File: src/rtl/tpu_cmd_pkg.sv
`default_nettype none
// +----------------------------------------------------------------------+
// | tpu_cmd_pkg : 64-bit command format shared by cmd_issuer/control_unit |
// | Rev 1.0                                                               |
// +----------------------------------------------------------------------+
package tpu_cmd_pkg;

  localparam int CMD_ADDR_W = 10;
  localparam int CMD_DIM_W  = 8;

  localparam int D_LSB = 54;
  localparam int C_LSB = 44;
  localparam int B_LSB = 34;
  localparam int A_LSB = 24;
  localparam int N_LSB = 16;
  localparam int K_LSB = 8;
  localparam int M_LSB = 0;

  typedef struct packed {
    logic [CMD_ADDR_W-1:0] d_addr;
    logic [CMD_ADDR_W-1:0] c_addr;
    logic [CMD_ADDR_W-1:0] b_addr;
    logic [CMD_ADDR_W-1:0] a_addr;
    logic [CMD_DIM_W-1:0]  n;
    logic [CMD_DIM_W-1:0]  k;
    logic [CMD_DIM_W-1:0]  m;
  } cmd_desc_t;

  typedef enum logic [1:0] {
    ST_IDLE  = 2'd0,
    ST_STALL = 2'd1,
    ST_ISSUE = 2'd2
  } issue_state_t;

  function automatic logic [63:0] pack_cmd(input cmd_desc_t desc);
    logic [63:0] cmd;
    cmd = '0;
    cmd[D_LSB +: CMD_ADDR_W] = desc.d_addr;
    cmd[C_LSB +: CMD_ADDR_W] = desc.c_addr;
    cmd[B_LSB +: CMD_ADDR_W] = desc.b_addr;
    cmd[A_LSB +: CMD_ADDR_W] = desc.a_addr;
    cmd[N_LSB +: CMD_DIM_W]  = desc.n;
    cmd[K_LSB +: CMD_DIM_W]  = desc.k;
    cmd[M_LSB +: CMD_DIM_W]  = desc.m;
    return cmd;
  endfunction

endpackage
`default_nettype wire

File: src/rtl/sync_fifo.sv
`default_nettype none
// +----------------------------------------------------------------------+
// | sync_fifo : single-clock FIFO, registered full/empty, pow2 depth >= 2 |
// | Rev 1.0                                                               |
// +----------------------------------------------------------------------+
module sync_fifo #(
  parameter int WIDTH = 64,
  parameter int DEPTH = 4
) (
  input  logic             clk,
  input  logic             rst,
  input  logic             push,
  input  logic [WIDTH-1:0] wr_data,
  input  logic             pop,
  output logic [WIDTH-1:0] rd_data,
  output logic             full,
  output logic             empty
);

  localparam int AW = $clog2(DEPTH);
  localparam logic [AW:0] DEPTH_C = DEPTH[AW:0];

  logic [WIDTH-1:0] mem [DEPTH];
  logic [AW-1:0]    wr_ptr;
  logic [AW-1:0]    rd_ptr;
  logic [AW:0]      count;
  logic [AW:0]      count_nxt;
  logic             do_push;
  logic             do_pop;

  assign do_push = push && !full;
  assign do_pop  = pop && !empty;
  assign rd_data = mem[rd_ptr];

  always_comb begin
    count_nxt = count;
    case ({do_push, do_pop})
      2'b10:   count_nxt = count + 1'b1;
      2'b01:   count_nxt = count - 1'b1;
      default: count_nxt = count;
    endcase
  end

  // Pointers wrap naturally because DEPTH is a power of two.
  always_ff @(posedge clk) begin
    if (!rst) begin
      wr_ptr <= '0;
      rd_ptr <= '0;
      count  <= '0;
      full   <= 1'b0;
      empty  <= 1'b1;
    end else begin
      if (do_push) wr_ptr <= wr_ptr + 1'b1;
      if (do_pop)  rd_ptr <= rd_ptr + 1'b1;
      count <= count_nxt;
      full  <= (count_nxt == DEPTH_C);
      empty <= (count_nxt == '0);
    end
  end

  always_ff @(posedge clk) begin
    if (do_push) mem[wr_ptr] <= wr_data;
  end

endmodule
`default_nettype wire

File: src/rtl/cmd_issuer.sv
`default_nettype none
// +----------------------------------------------------------------------+
// | cmd_issuer : descriptor FIFO + credit-limited 64-bit command issuer   |
// | Optional watchdog: CMD_ISSUER_TIMEOUT_EN            Rev 1.0           |
// +----------------------------------------------------------------------+
module cmd_issuer
  import tpu_cmd_pkg::*;
#(
  parameter int ADDR_WIDTH           = 10,
  parameter int DIM_WIDTH            = 8,
  parameter int SYSTOLIC_ARRAY_WIDTH = 16,
  parameter int DESC_DEPTH           = 4,
  parameter int MAX_OUTSTANDING      = 4
`ifdef CMD_ISSUER_TIMEOUT_EN
  , parameter int TIMEOUT_CYCLES     = 4096
`endif
) (
  input  logic                                 clk,
  input  logic                                 rst,
  input  logic                                 desc_valid,
  output logic                                 desc_ready,
  input  logic [ADDR_WIDTH-1:0]                desc_d_addr,
  input  logic [ADDR_WIDTH-1:0]                desc_c_addr,
  input  logic [ADDR_WIDTH-1:0]                desc_b_addr,
  input  logic [ADDR_WIDTH-1:0]                desc_a_addr,
  input  logic [DIM_WIDTH-1:0]                 desc_m,
  input  logic [DIM_WIDTH-1:0]                 desc_k,
  input  logic [DIM_WIDTH-1:0]                 desc_n,
  output logic                                 cmd_valid,
  output logic [63:0]                          cmd_data,
  input  logic                                 cmd_ready,
  input  logic                                 done_irq,
  output logic [$clog2(MAX_OUTSTANDING+1)-1:0] outstanding,
  output logic [15:0]                          issued_count,
  output logic [15:0]                          retired_count,
  output logic                                 err_dim,
  output logic                                 err_spurious,
  output logic                                 idle
`ifdef CMD_ISSUER_TIMEOUT_EN
  , output logic                               err_timeout
`endif
);

  localparam int OW = $clog2(MAX_OUTSTANDING + 1);
  localparam logic [OW-1:0]        OUT_MAX = MAX_OUTSTANDING[OW-1:0];
  localparam logic [DIM_WIDTH-1:0] DIM_MAX = SYSTOLIC_ARRAY_WIDTH[DIM_WIDTH-1:0];

  issue_state_t state, state_nxt;
  cmd_desc_t    in_desc;
  cmd_desc_t    head_desc;
  logic [63:0]  fifo_rd;
  logic         fifo_full;
  logic         fifo_empty;
  logic         intake;
  logic         legal;
  logic         pop;
  logic         hs;
  logic         retire;
  logic         has_credit;

  function automatic logic dim_ok(input logic [DIM_WIDTH-1:0] v);
    return (v != '0) && (v <= DIM_MAX);
  endfunction

  always_comb begin
    in_desc        = '0;
    in_desc.d_addr = desc_d_addr;
    in_desc.c_addr = desc_c_addr;
    in_desc.b_addr = desc_b_addr;
    in_desc.a_addr = desc_a_addr;
    in_desc.m      = desc_m;
    in_desc.k      = desc_k;
    in_desc.n      = desc_n;
  end

  assign desc_ready = !fifo_full;
  assign intake     = desc_valid && desc_ready;
  assign legal      = dim_ok(desc_m) && dim_ok(desc_k) && dim_ok(desc_n);
  assign head_desc  = fifo_rd;
  assign has_credit = (outstanding < OUT_MAX);
  assign hs         = cmd_valid && cmd_ready;
  assign retire     = done_irq && (outstanding != '0);
  assign idle       = fifo_empty && (state == ST_IDLE) && (outstanding == '0);

  sync_fifo #(
    .WIDTH (64),
    .DEPTH (DESC_DEPTH)
  ) u_desc_fifo (
    .clk     (clk),
    .rst     (rst),
    .push    (intake && legal),
    .wr_data (in_desc),
    .pop     (pop),
    .rd_data (fifo_rd),
    .full    (fifo_full),
    .empty   (fifo_empty)
  );

`ifdef CMD_ISSUER_TIMEOUT_EN
  localparam int WD_W = $clog2(TIMEOUT_CYCLES + 1);
  logic [WD_W-1:0] wd_cnt;

  always_ff @(posedge clk) begin
    if (!rst) begin
      wd_cnt      <= '0;
      err_timeout <= 1'b0;
    end else if (done_irq || (outstanding == '0)) begin
      wd_cnt <= '0;
    end else if (wd_cnt != WD_W'(TIMEOUT_CYCLES)) begin
      wd_cnt <= wd_cnt + 1'b1;
      if (wd_cnt == WD_W'(TIMEOUT_CYCLES - 1)) err_timeout <= 1'b1;
    end
  end

  assign cmd_valid = (state == ST_ISSUE) && !err_timeout;
`else
  assign cmd_valid = (state == ST_ISSUE);
`endif

  always_comb begin
    state_nxt = state;
    pop       = 1'b0;
    case (state)
      ST_IDLE: begin
        if (!fifo_empty) begin
          if (has_credit) begin
            pop       = 1'b1;
            state_nxt = ST_ISSUE;
          end else begin
            state_nxt = ST_STALL;
          end
        end
      end
      ST_STALL: if (has_credit) state_nxt = ST_IDLE;
      ST_ISSUE: if (cmd_ready) state_nxt = ST_IDLE;
      default:  state_nxt = ST_IDLE;
    endcase
`ifdef CMD_ISSUER_TIMEOUT_EN
    // A timed-out unit is parked until the host resets it.
    if (err_timeout) begin
      pop       = 1'b0;
      state_nxt = ST_STALL;
    end
`endif
  end

  always_ff @(posedge clk) begin
    if (!rst) begin
      state         <= ST_IDLE;
      cmd_data      <= '0;
      outstanding   <= '0;
      issued_count  <= '0;
      retired_count <= '0;
      err_dim       <= 1'b0;
      err_spurious  <= 1'b0;
    end else begin
      state <= state_nxt;
      if (pop) cmd_data <= pack_cmd(head_desc);
      if (hs && !retire)      outstanding <= outstanding + 1'b1;
      else if (!hs && retire) outstanding <= outstanding - 1'b1;
      if (hs)     issued_count  <= issued_count + 16'd1;
      if (retire) retired_count <= retired_count + 16'd1;
      if (intake && !legal) err_dim <= 1'b1;
      if (done_irq && (outstanding == '0)) err_spurious <= 1'b1;
    end
  end

endmodule
`default_nettype wire

File: config.mk
export PLATFORM = sky130hd
export DESIGN_NAME = cmd_issuer
export DESIGN_NICKNAME = d
export VERILOG_FILES = /design/src/rtl/tpu_cmd_pkg.sv /design/src/rtl/sync_fifo.sv /design/src/rtl/cmd_issuer.sv
export SDC_FILE = /design/constraint.sdc
export NUM_CORES = 1
export LEC_CHECK = 0
export CORE_ASPECT_RATIO = 0.5
export CORE_MARGIN = 1
export CORE_UTILIZATION = 54
export CTS_CLUSTER_SIZE = 14
export DETAILED_ROUTE_END_ITERATION = 12
export GPL_TIMING_DRIVEN = 0
export PLACE_DENSITY_LB_ADDON = 0.3
export SLEW_MARGIN = 40
export SYNTH_ARGS = -nofsm -noshare
export SYNTH_HDL_FRONTEND = slang
export SYNTH_SLANG_ARGS = --single-unit
File: constraint.sdc
create_clock -name clk -period 9.1 [get_ports clk]
set_input_delay 0.91 -clock clk [delete_from_list [all_inputs] [get_ports clk]]
set_output_delay 0.91 -clock clk [all_outputs]
set_load 0.01 [all_outputs]
After elaboration in Yosys (flattened, before gate mapping)
Memories as Yosys holds them, arrays and structs flattened. A register that Yosys moved wholly into a read port is not among the register bits.
Index checks and enable logic that the tools add are counted.
{ "word_totals": {"register_bits": 48, "ramBits": 256, "input_bits": 69, "output_inout_bits": 104, "elab_cells": 77, "mem_count": 1} }
{ "classes": {"n_addsub": 8, "n_lt_le_gt_ge": 4, "eq_ne": 8, "n_mux": 13, "reduce_logical": 32} }
{ "mem_list": {"columns": ["memory", "words", "width", "read_ports", "rd_ports_with_merged_regs", "write_ports", "line", "source"], "rows": [
  ["u_desc_fifo.mem", 4, 64, 1, 1, 1, "sync_fifo.sv:23", "logic [WIDTH-1:0] mem [DEPTH];"]
]} }
{ "ops": {"columns": ["cell", "count"], "rows": [
  ["adder 16 x 1 -> 16 bit (second input constant)", 2],
  ["<= comparator 8 x 5 -> 1 bit (second input constant)", 3],
  ["nonzero test 8 bit", 3],
  ["logical AND 1 bit", 17],
  ["two-way mux 2 bit", 4],
  ["adder 3 x 1 -> 3 bit (second input constant)", 2],
  ["zero test 1 bit", 6],
  ["zero test 3 bit", 2],
  ["two-way mux 3 bit", 2],
  ["one-hot mux 2 bit (3 select lines)", 1],
  ["one-hot mux 3 bit (2 select lines)", 1],
  ["subtractor 3 x 1 -> 3 bit (second input constant)", 2],
  ["two-way mux 1 bit", 5],
  ["adder 2 x 1 -> 2 bit (second input constant)", 2],
  ["equality test 2 x 1 -> 1 bit (second input constant)", 2],
  ["equality test 2 bit (second input constant)", 2],
  ["inequality test 2 bit (second input constant)", 2],
  ["equality test 3 bit (second input constant)", 1],
  ["less-than comparator 3 bit (second input constant)", 1],
  ["AND reduction 3 bit", 1],
  ["nonzero test 3 bit", 1],
  ["zero test 2 bit", 1],
  ["inequality test 2 x 1 -> 1 bit (second input constant)", 1],
  ["nonzero test 2 bit", 1]
]} }

Longest topological paths before layout
Gate-level depths: netlist of run 1.
{ "depth": {"word_depth": 9, "depth_mapped": 11, "ltp_nobuf": 11} }

By module
Synthesis of run 1 repeated with hierarchy kept, for this count alone.
{ "hier_totals": {"cells_unflattened": 882, "hier_area_um2": 13969.6} }
{ "modules_own_cells": {"columns": ["mod", "instances", "cells_each", "area_each_um2", "seq_area_each_um2"], "rows": [
  ["sync_fifo", 1, 388, 9849.4, 7907.6],
  ["cmd_issuer", 1, 494, 4120.2, 2062.0]
]} }

Worst setup path after synthesis of run 1
No wires, ideal clock.
{ "synth_path": {"kind": "input port to flip-flop", "startpoint": "input port desc_m[1]", "endpoint": "memory u_desc_fifo.mem[0][0], enable pin", "setup_time_ps": 565, "t_arrival_ps": 6239, "required_ps": 8535, "path_slack_ps": 2297, "stages": 4, "n_path_buf": 0, "cell_sequence": "nor4_1 -> xor2_1 -> or3b_2 -> nor3_1"} }
{ "synth_between": {"elab_chain_cells": 8, "word_cells_on_any_way": 9, "classes_between": "order compare (1); mux (2); reduce/logical (6)"} }
{ "synth_lines": {"columns": ["item", "line", "source"], "rows": [
  ["from (decl)", "cmd_issuer.sv:26", "input logic [DIM_WIDTH-1:0] desc_m,"],
  ["<= comparator 8 x 5 -> 1 bit / nonzero test 8 bit (equally long branches)", "cmd_issuer.sv:62", "return (v != '0) && (v <= DIM_MAX);"],
  ["logical AND 1 bit *", "cmd_issuer.sv:62", null],
  ["logical AND 1 bit * (2 in a row)", "cmd_issuer.sv:78", "assign legal = dim_ok(desc_m) && dim_ok(desc_k) && dim_ok(desc_n);"],
  ["logical AND 1 bit *", "cmd_issuer.sv:91", ".push (intake && legal),"],
  ["logical AND 1 bit *", "sync_fifo.sv:31", "assign do_push = push && !full;"],
  ["two-way mux 1 bit *", "sync_fifo.sv:62", "if (do_push) mem[wr_ptr] <= wr_data;"],
  ["two-way mux 1 bit (not written as such) *", "sync_fifo.sv:62", null],
  ["to (decl)", "sync_fifo.sv:23", null]
]} }
Mark *: on every way between the ends. The rest lies on a longest branch, timed or not.

Final worst setup path of run 1
{ "layout_path": {"startpoint": "input port desc_n[1]", "endpoint": "memory u_desc_fifo.mem[1][36], enable pin"} }
{ "layout_between": {"elab_chain_cells": 7, "word_cells_on_any_way": 8, "classes_between": "order compare (1); mux (2); reduce/logical (5)"} }
{ "layout_lines": {"columns": ["item", "line", "source"], "rows": [
  ["from (decl)", "cmd_issuer.sv:28", "input logic [DIM_WIDTH-1:0] desc_n,"],
  ["<= comparator 8 x 5 -> 1 bit / nonzero test 8 bit (equally long branches)", "cmd_issuer.sv:62", null],
  ["logical AND 1 bit *", "cmd_issuer.sv:62", null],
  ["logical AND 1 bit *", "cmd_issuer.sv:78", null],
  ["logical AND 1 bit *", "cmd_issuer.sv:91", null],
  ["logical AND 1 bit *", "sync_fifo.sv:31", null],
  ["two-way mux 1 bit *", "sync_fifo.sv:62", null],
  ["two-way mux 1 bit (not written as such) *", "sync_fifo.sv:62", null]
]} }
Marked as above.

==> metrics, run 1 <==
outcome finished clean; count of cells along the worst hold path 2; Worst Hold Class register to register; number of global-route vias before repair 8484; leading cell types by total area after synthesis edfxtp_1, dfxtp_1, mux4_2; share of cells above drive strength 1 0.149; cell type with the highest aggregate area in the netlist edfxtp_1; overall track demand over capacity in global routing 0.234; ANT cells 0; number of hold violations in the final report 0; fin crit share 0.453; initial standard-cell utilization of the core 0.561; Port Buffers 172; startpoint of the most critical setup path desc_n[1]; HPWL after detailed placement 20900 microns; Layout area overhead 24.7%; violation count after the first detailed-routing iteration 583; top-count cell post-synth edfxtp_1; most instantiated cells after synthesis edfxtp_1, nand2_1, dfxtp_1, a21oi_1, mux4_2; Avg Cell Area, Syn 15.4 sq um; number of hold buffers added after cts 0; total of max-cap violations 0; reg-to-reg slack, setup just under 6 ns; overall via count from detail_route 8269; RSZ-0062 raised after global routing no; area share of the largest cell type after synthesis 0.560; sort of element at the start of the critical path input pin; required time of the critical path between 9 and 10 ns; critical path buffer and inverter count 8; stages on the worst setup path 12; Switching Power 0.000968 W; max incr delay on CP 0.57 ns; final count of negative-setup-slack endpoints 0; number of clock sinks 368; CORE AREA between 0.02 and 0.025 sq mm; combinational fraction of design power 0.188; Post-synth top flop edfxtp_1; level count of the clock H-tree 1; wire length of the first global-routing pass 46100 microns; cell at the root of the clock tree clkbuf_16; initial antenna violation count 0; YS warnings 0; Sw Ratio 0.252; xor/xnor cell area share of the yosys netlist 0.0172; global placer's final weighted congestion between 0.8 and 0.9; residual DRC count 0; buffers inserted during post-CTS setup optimization 0; Compound-Gate Fraction of Synth Area 0.0323; clk_skew roughly 0.010 ns; remaining antenna violation count after routing 0; reg-to-reg startpoint state[1]; count of cell types in the netlist 38; highest net fanout along the worst path 7; total of flip-flops plus latches after synthesis 368; post-synthesis share of cell area spent on full adders, half adders and majority gates 0.0102; clock network fraction of total power 0.315; total of cells resized after clock tree synthesis 0; ratio of total power to cell area between 200 and 250 mW/mm^2; shortest clock period the worst path allows after layout 4.12 ns; Clock Latency Late Sink roughly 0.56 ns; Crit Path Category input pin to register; width of the die 228 microns; worst r2r dst u_desc_fifo.full; post-detailed-route wirelength per cell 19.5 microns; Largest delay share family, worst path buffers and inverters; endpoint arrival time on the critical path about 4.4 ns; cell with the biggest individual delay on the critical path or3b_2; cell internal power dissipation 0.00287 W; CTS clk-pin slew, worst paths 0.06 ns; Least-Margin Pin Slew 0.684 ns; nature of the critical path endpoint register; io pins 173; Worst Reg-to-Reg Cells 11; share of total power in sequential cells 0.498; Avg Vias per Cell 5.49; nets 1226; Max IR drop VDD 0.000139 V; net count of the mapped netlist 970; f_max 243 MHz; gate count of the mapped netlist 891; vertical die dimension between 100 and 150 microns; Slew Limit Headroom 0.540; proportion of register bits with asynchronous set or reset after synthesis 0; floorplan die area around 0.026 sq mm; max-slew violation total from the final report 0; largest net degree at the start of global routing 16; Worst path most repeated cell buf_4; number of cell rows 40; sequential share of the synthesized area 0.723; Clock Path Buffers 3; residual overflow from global routing 0; largest family of logic cells by synthesized area multiplexers; DR pass1 iterations 5; post-route setup TNS 0 ns; cell area after synthesis 0.0137 sq mm; TritonCTS clock tree done; hold slack final 0.453 ns; multiplexer area fraction after synthesis 0.113; worst setup path endpoint u_desc_fifo.mem[1][36]; total CTS buffers 31; leak pwr roughly 5.6 nW; crit path cell chain clkdlybuf4s50_1 -> nor4_1 -> xor2_1 -> or3b_2 -> nor3_2 -> buf_4 -> buf_2 -> buf_4 -> buf_2 -> buf_4 -> buf_4 -> buf_2; post-synthesis simple-gate area fraction 0.0853; number of enable flip-flop cells after synthesis 256; total wire length after detailed routing 29400 microns
[area by class of cell]
class,instances,area (sq um)
Multi-Input combinational cell,458,3560
Inverter,21,78.8
Timing Repair Buffer,223,2050
Buffer,44,180
Tap cell,336,420
Sequential cell,368,9930
Clock inverter,5,21.3
Clock buffer,52,875
Fill cell,1634,7360
[cell families (layout without fill, tap and decap cells)]
group / Yosys count / in the layout
AO/OA/AOI/OAI: 86 / 86
flip-flops: 368 / 368
adder cells (fa/ha/maj): 10 / 10
buffers and inverters: 65 / 345
AND/OR/NAND/NOR: 260 / 260
multiplexers: 75 / 75
XOR/XNOR: 27 / 27
[worst register-to-register path, cell delays in order (launching register included)]
cell	delay, ns
dfxtp_1	0.30
clkbuf_1	0.17
or4_1	0.59
inv_2	0.11
clkbuf_1	0.46
ha_1	0.29
inv_1	0.06
fa_1	0.37
xor2_1	0.16
or3_1	0.30
a21oi_1	0.22
nor2b_1	0.17
[placed cells by master (no fill, tap or decap), drive strengths merged, types with 3 or more instances in the layout]
cell type      Yosys  final
nand4              7      7
mux4              64     64
inv               21     21
a21oi             76     76
nand3             12     12
nor3              13     13
o31ai              3      3
clkdlybuf4s50      0    172
or4                4      4
nor2b              3      3
or3                7      7
nand2            153    153
o21ai              6      6
clkbuf            30     82
clkinv             0      5
nor2              27     27
mux2i             10     10
nand2b             8      8
xnor2             12     12
ha                 8      8
dfxtp            112    112
buf               14     65
edfxtp           256    256
and3               3      3
nor4              14     14
xor2              15     15
[metal layers]
metal / global-route usage / wire length [microns] / up-vias
li1: - / - / 3837
met1: 0.309 / 12100 / 4178
met2: 0.408 / 15300 / 210
met3: 0.0434 / 1360 / 44
met4: 0.0550 / 601 / 0
met5: 0 / 0 / -
[sequential cells by signal, indices dropped and copies added, names as in the netlist]
| register | count |
|---|---|
| u_desc_fifo.full | 1 |
| outstanding | 3 |
| u_desc_fifo.rd_ptr | 2 |
| u_desc_fifo.empty | 1 |
| u_desc_fifo.mem | 256 |
| retired_count | 16 |
| cmd_data | 64 |
| err_spurious | 1 |
| issued_count | 16 |
| u_desc_fifo.wr_ptr | 2 |
| state | 2 |
| err_dim | 1 |
| u_desc_fifo.count | 3 |
[worst min-delay path by stage]
stage	endpoint	slack, ns	startpoint
after floorplan	u_desc_fifo.wr_ptr[1]	0.47	u_desc_fifo.wr_ptr[1]
after global routing	cmd_data[43]	0.47	cmd_data[43]
after CTS	cmd_data[53]	0.46	cmd_data[53]
after global placement	err_dim	0.44	err_dim
after detailed placement	err_dim	0.44	err_dim
final	cmd_data[33]	0.45	cmd_data[33]
[metrics by stage]
step | setup slack, ns | util | total power, W | std cells | instance area, sq um
floorplan | 2.30 | - | 0.00237 | 891 | 13700
global placement | -2.28 | 0.649 | 0.00265 | 1399 | 15900
detailed placement | 4.34 | 0.663 | 0.00267 | 1450 | 16200
CTS | 4.98 | 0.699 | 0.00387 | 1507 | 17100
global route | 4.79 | 0.699 | 0.00400 | 1507 | 17100
finish | 4.98 | 0.699 | 0.00384 | 1507 | 17100
[power groups by stage]
stage / combinational [W] / sequential, W / clock (W)
after floorplan: 0.000397 / 0.00197 / 0
after global placement: 0.000710 / 0.00194 / 0
after detailed placement: 0.000727 / 0.00195 / 0
after CTS: 0.000732 / 0.00191 / 0.00123
after global routing: 0.000784 / 0.00192 / 0.00130
final: 0.000720 / 0.00191 / 0.00121
Note: power is estimated with default switching activity, not from simulation.
==> run 2: changes to the inputs <==
==> constraint.sdc (replaced) <==
create_clock -name clk -period 4.2 [get_ports clk]
set_input_delay 0.42 -clock clk [delete_from_list [all_inputs] [get_ports clk]]
set_output_delay 0.42 -clock clk [all_outputs]
set_load 0.01 [all_outputs]
==> metrics, run 2 (synthesized netlist as in run 1, its figures left out) <==
nature of the critical path endpoint register (unchanged); flip-flop count of the largest register, all copies and words added 256 (unchanged); highest net fanout along the worst path 5 (was 7); TritonCTS clock tree done (unchanged); f_max 290 MHz; sort of element at the start of the critical path input pin (unchanged); residual DRC count 0 (unchanged); Switching Power 0.00215 W (was 0.000968 W); Worst Hold Class register to register (unchanged); share of cells above drive strength 1 0.142 (was 0.149); Slew Limit Headroom 0.539 (was 0.540); shortest clock period the worst path allows after layout 3.45 ns; startpoint of the most critical setup path desc_m[0] (was desc_n[1]); cell internal power dissipation 0.00644 W (was 0.00287 W); overall track demand over capacity in global routing 0.231 (was 0.234); level count of the clock H-tree 2 (was 1); clock network fraction of total power 0.337 (was 0.315); total of cells resized after clock tree synthesis 0 (unchanged); residual overflow from global routing 0 (unchanged); Sw Ratio 0.251 (was 0.252); floorplan die area 0.0261 sq mm (unchanged); Layout area overhead 25.8% (was 24.7%); Clock Latency Late Sink 0.50 ns (was 0.56 ns); leak pwr 5.62 nW (was 5.60 nW); combinational fraction of design power 0.181 (was 0.188); most frequent standard cell in the layout excluding fill and tap cells edfxtp_1 (unchanged); endpoint arrival time on the critical path 3.89 ns (was 4.38 ns); number of clock sinks 368 (unchanged); global placer's final weighted congestion 0.753 (was 0.807); largest net degree at the start of global routing 16 (unchanged); number of hold buffers added after cts 0 (unchanged); Avg Vias per Cell 5.52 (was 5.49); number of cell rows 40 (unchanged); cell at the root of the clock tree clkbuf_16 (unchanged); post-route setup TNS 0 ns (unchanged); ratio of total power to cell area 498 mW/mm^2 (was 224 mW/mm^2); number of hold violations in the final report 0 (unchanged); Port Buffers 172 (unchanged); clk_skew 0.00986 ns (was 0.0102 ns); post-detailed-route wirelength per cell 19.8 microns (was 19.5 microns); final standard cell count with taps included and fillers excluded 1487 (was 1507); initial antenna violation count 0 (unchanged); remaining antenna violation count after routing 0 (unchanged); Cell Count Post-Placement 1428 (was 1450); number of global-route vias before repair 8387 (was 8484); wire length of the first global-routing pass 45500 microns (was 46100 microns); HPWL after detailed placement 20100 microns (was 20900 microns); DR pass1 iterations 5 (unchanged); Max IR drop VDD 0.000304 V (was 0.000139 V); total of max-cap violations 0 (unchanged); hold path start cmd_data[28] (was cmd_data[33]); register with the most flip-flops u_desc_fifo.mem (unchanged); RSZ-0062 raised after global routing no (unchanged); highest-count cells in the layout ignoring fill and taps edfxtp_1, clkdlybuf4s50_1, nand2_1 (unchanged); width of the die 228 microns (unchanged); total wire length after detailed routing 29400 microns (about the same); ANT cells 0 (unchanged); overall via count from detail_route 8215 (was 8269); registers with the highest flip-flop counts u_desc_fifo.mem (256), cmd_data (64) (unchanged); total CTS buffers 34 (was 31); violation count after the first detailed-routing iteration 545 (was 583); CORE AREA 0.0245 sq mm (unchanged); required time of the critical path 4.64 ns (was 9.36 ns); buffers inserted during post-CTS setup optimization 0 (unchanged); initial standard-cell utilization of the core 0.561 (unchanged); CTS clk-pin slew, worst paths 0.06 ns (about the same); nets 1207 (was 1226); io pins 173 (unchanged); final count of negative-setup-slack endpoints 0 (unchanged); vertical die dimension 115 microns (unchanged); outcome finished clean (unchanged); share of total power in sequential cells 0.482 (was 0.498); Least-Margin Pin Slew 0.691 ns (was 0.684 ns); Crit Path Category input pin to register (unchanged); Clock Path Buffers 3 (unchanged); fin crit share 0.822; Filler Cell Count 1564 (was 1634); max-slew violation total from the final report 0 (unchanged); reg-to-reg startpoint state[1] (unchanged)
run 2: cell count changes in the layout (fill, tap and decap cells not counted), moves of 2 or more:
cell	change
buf_4	-26
buf_6	+25
buf_2	-22
clkbuf_1	-8
clkbuf_16	+4
nor3_2	-4
nor3_4	+4
clkbuf_8	+3
clkinv_2	+3
clkinv_1	-2
run 2: layout make-up:
cell class	instances	area, sq um	area share
repair buffers	201	2040	0.118
multi-input cells	458	3590	0.208
clock buffers	51	986	0.0571
clock inverters	8	45.0	0.00261
plain buffers	44	180	0.0104
inverters	21	78.8	0.00456
flip-flops and latches	368	9930	0.575
well taps	336	420	0.0243
run 2: worst max-delay path: stages:
cell,delay [ns]
clkdlybuf4s50_1,0.50
nor4_1,0.52
xor2_1,0.24
or3b_2,0.64
or2_2,0.32
ha_1,0.21
inv_1,0.07
fa_1,0.18
xor2_1,0.08
or3_1,0.31
a21oi_1,0.23
nor2b_1,0.16
run 2: worst paths after layout:
path / to / slack [ns] / cells past startpoint
min reg2reg: cmd_data[28] / 0.45 / 2
min: cmd_data[28] / 0.45 / 2
max: u_desc_fifo.full / 0.75 / 12
max reg2reg: u_desc_fifo.full / 0.87 / 11
run 2: stage by stage:
step	cell area, sq um	util	setup slack, ns	total power (W)	hold WS [ns]
2_1_floorplan	13700	-	-0.182	0.00513	0.468
3_5_place_dp	16200	0.663	0.343	0.00580	0.446
4_1_cts	17300	0.706	0.832	0.00868	0.454
5_1_grt	17300	0.706	0.616	0.00895	0.467
3_3_place_gp	15900	0.649	-2.91	0.00575	0.442
6_report	17300	0.706	0.749	0.00860	0.452
run 2: power by group through the flow:
stage          combinational (W)  clock (W)  sequential, W
2_1_floorplan           0.000860          0        0.00427
6_report                 0.00156    0.00289        0.00415
3_3_place_gp             0.00154          0        0.00422
4_1_cts                  0.00159    0.00294        0.00415
3_5_place_dp             0.00157          0        0.00422
5_1_grt                  0.00169    0.00310        0.00416
run 2: layer usage:
metal	up-vias	wire length, microns	global-route usage
met5	-	0	0
met4	0	486	0.0519
met3	42	1430	0.0419
met2	232	14900	0.397
met1	4145	12600	0.312
li1	3796	-	-
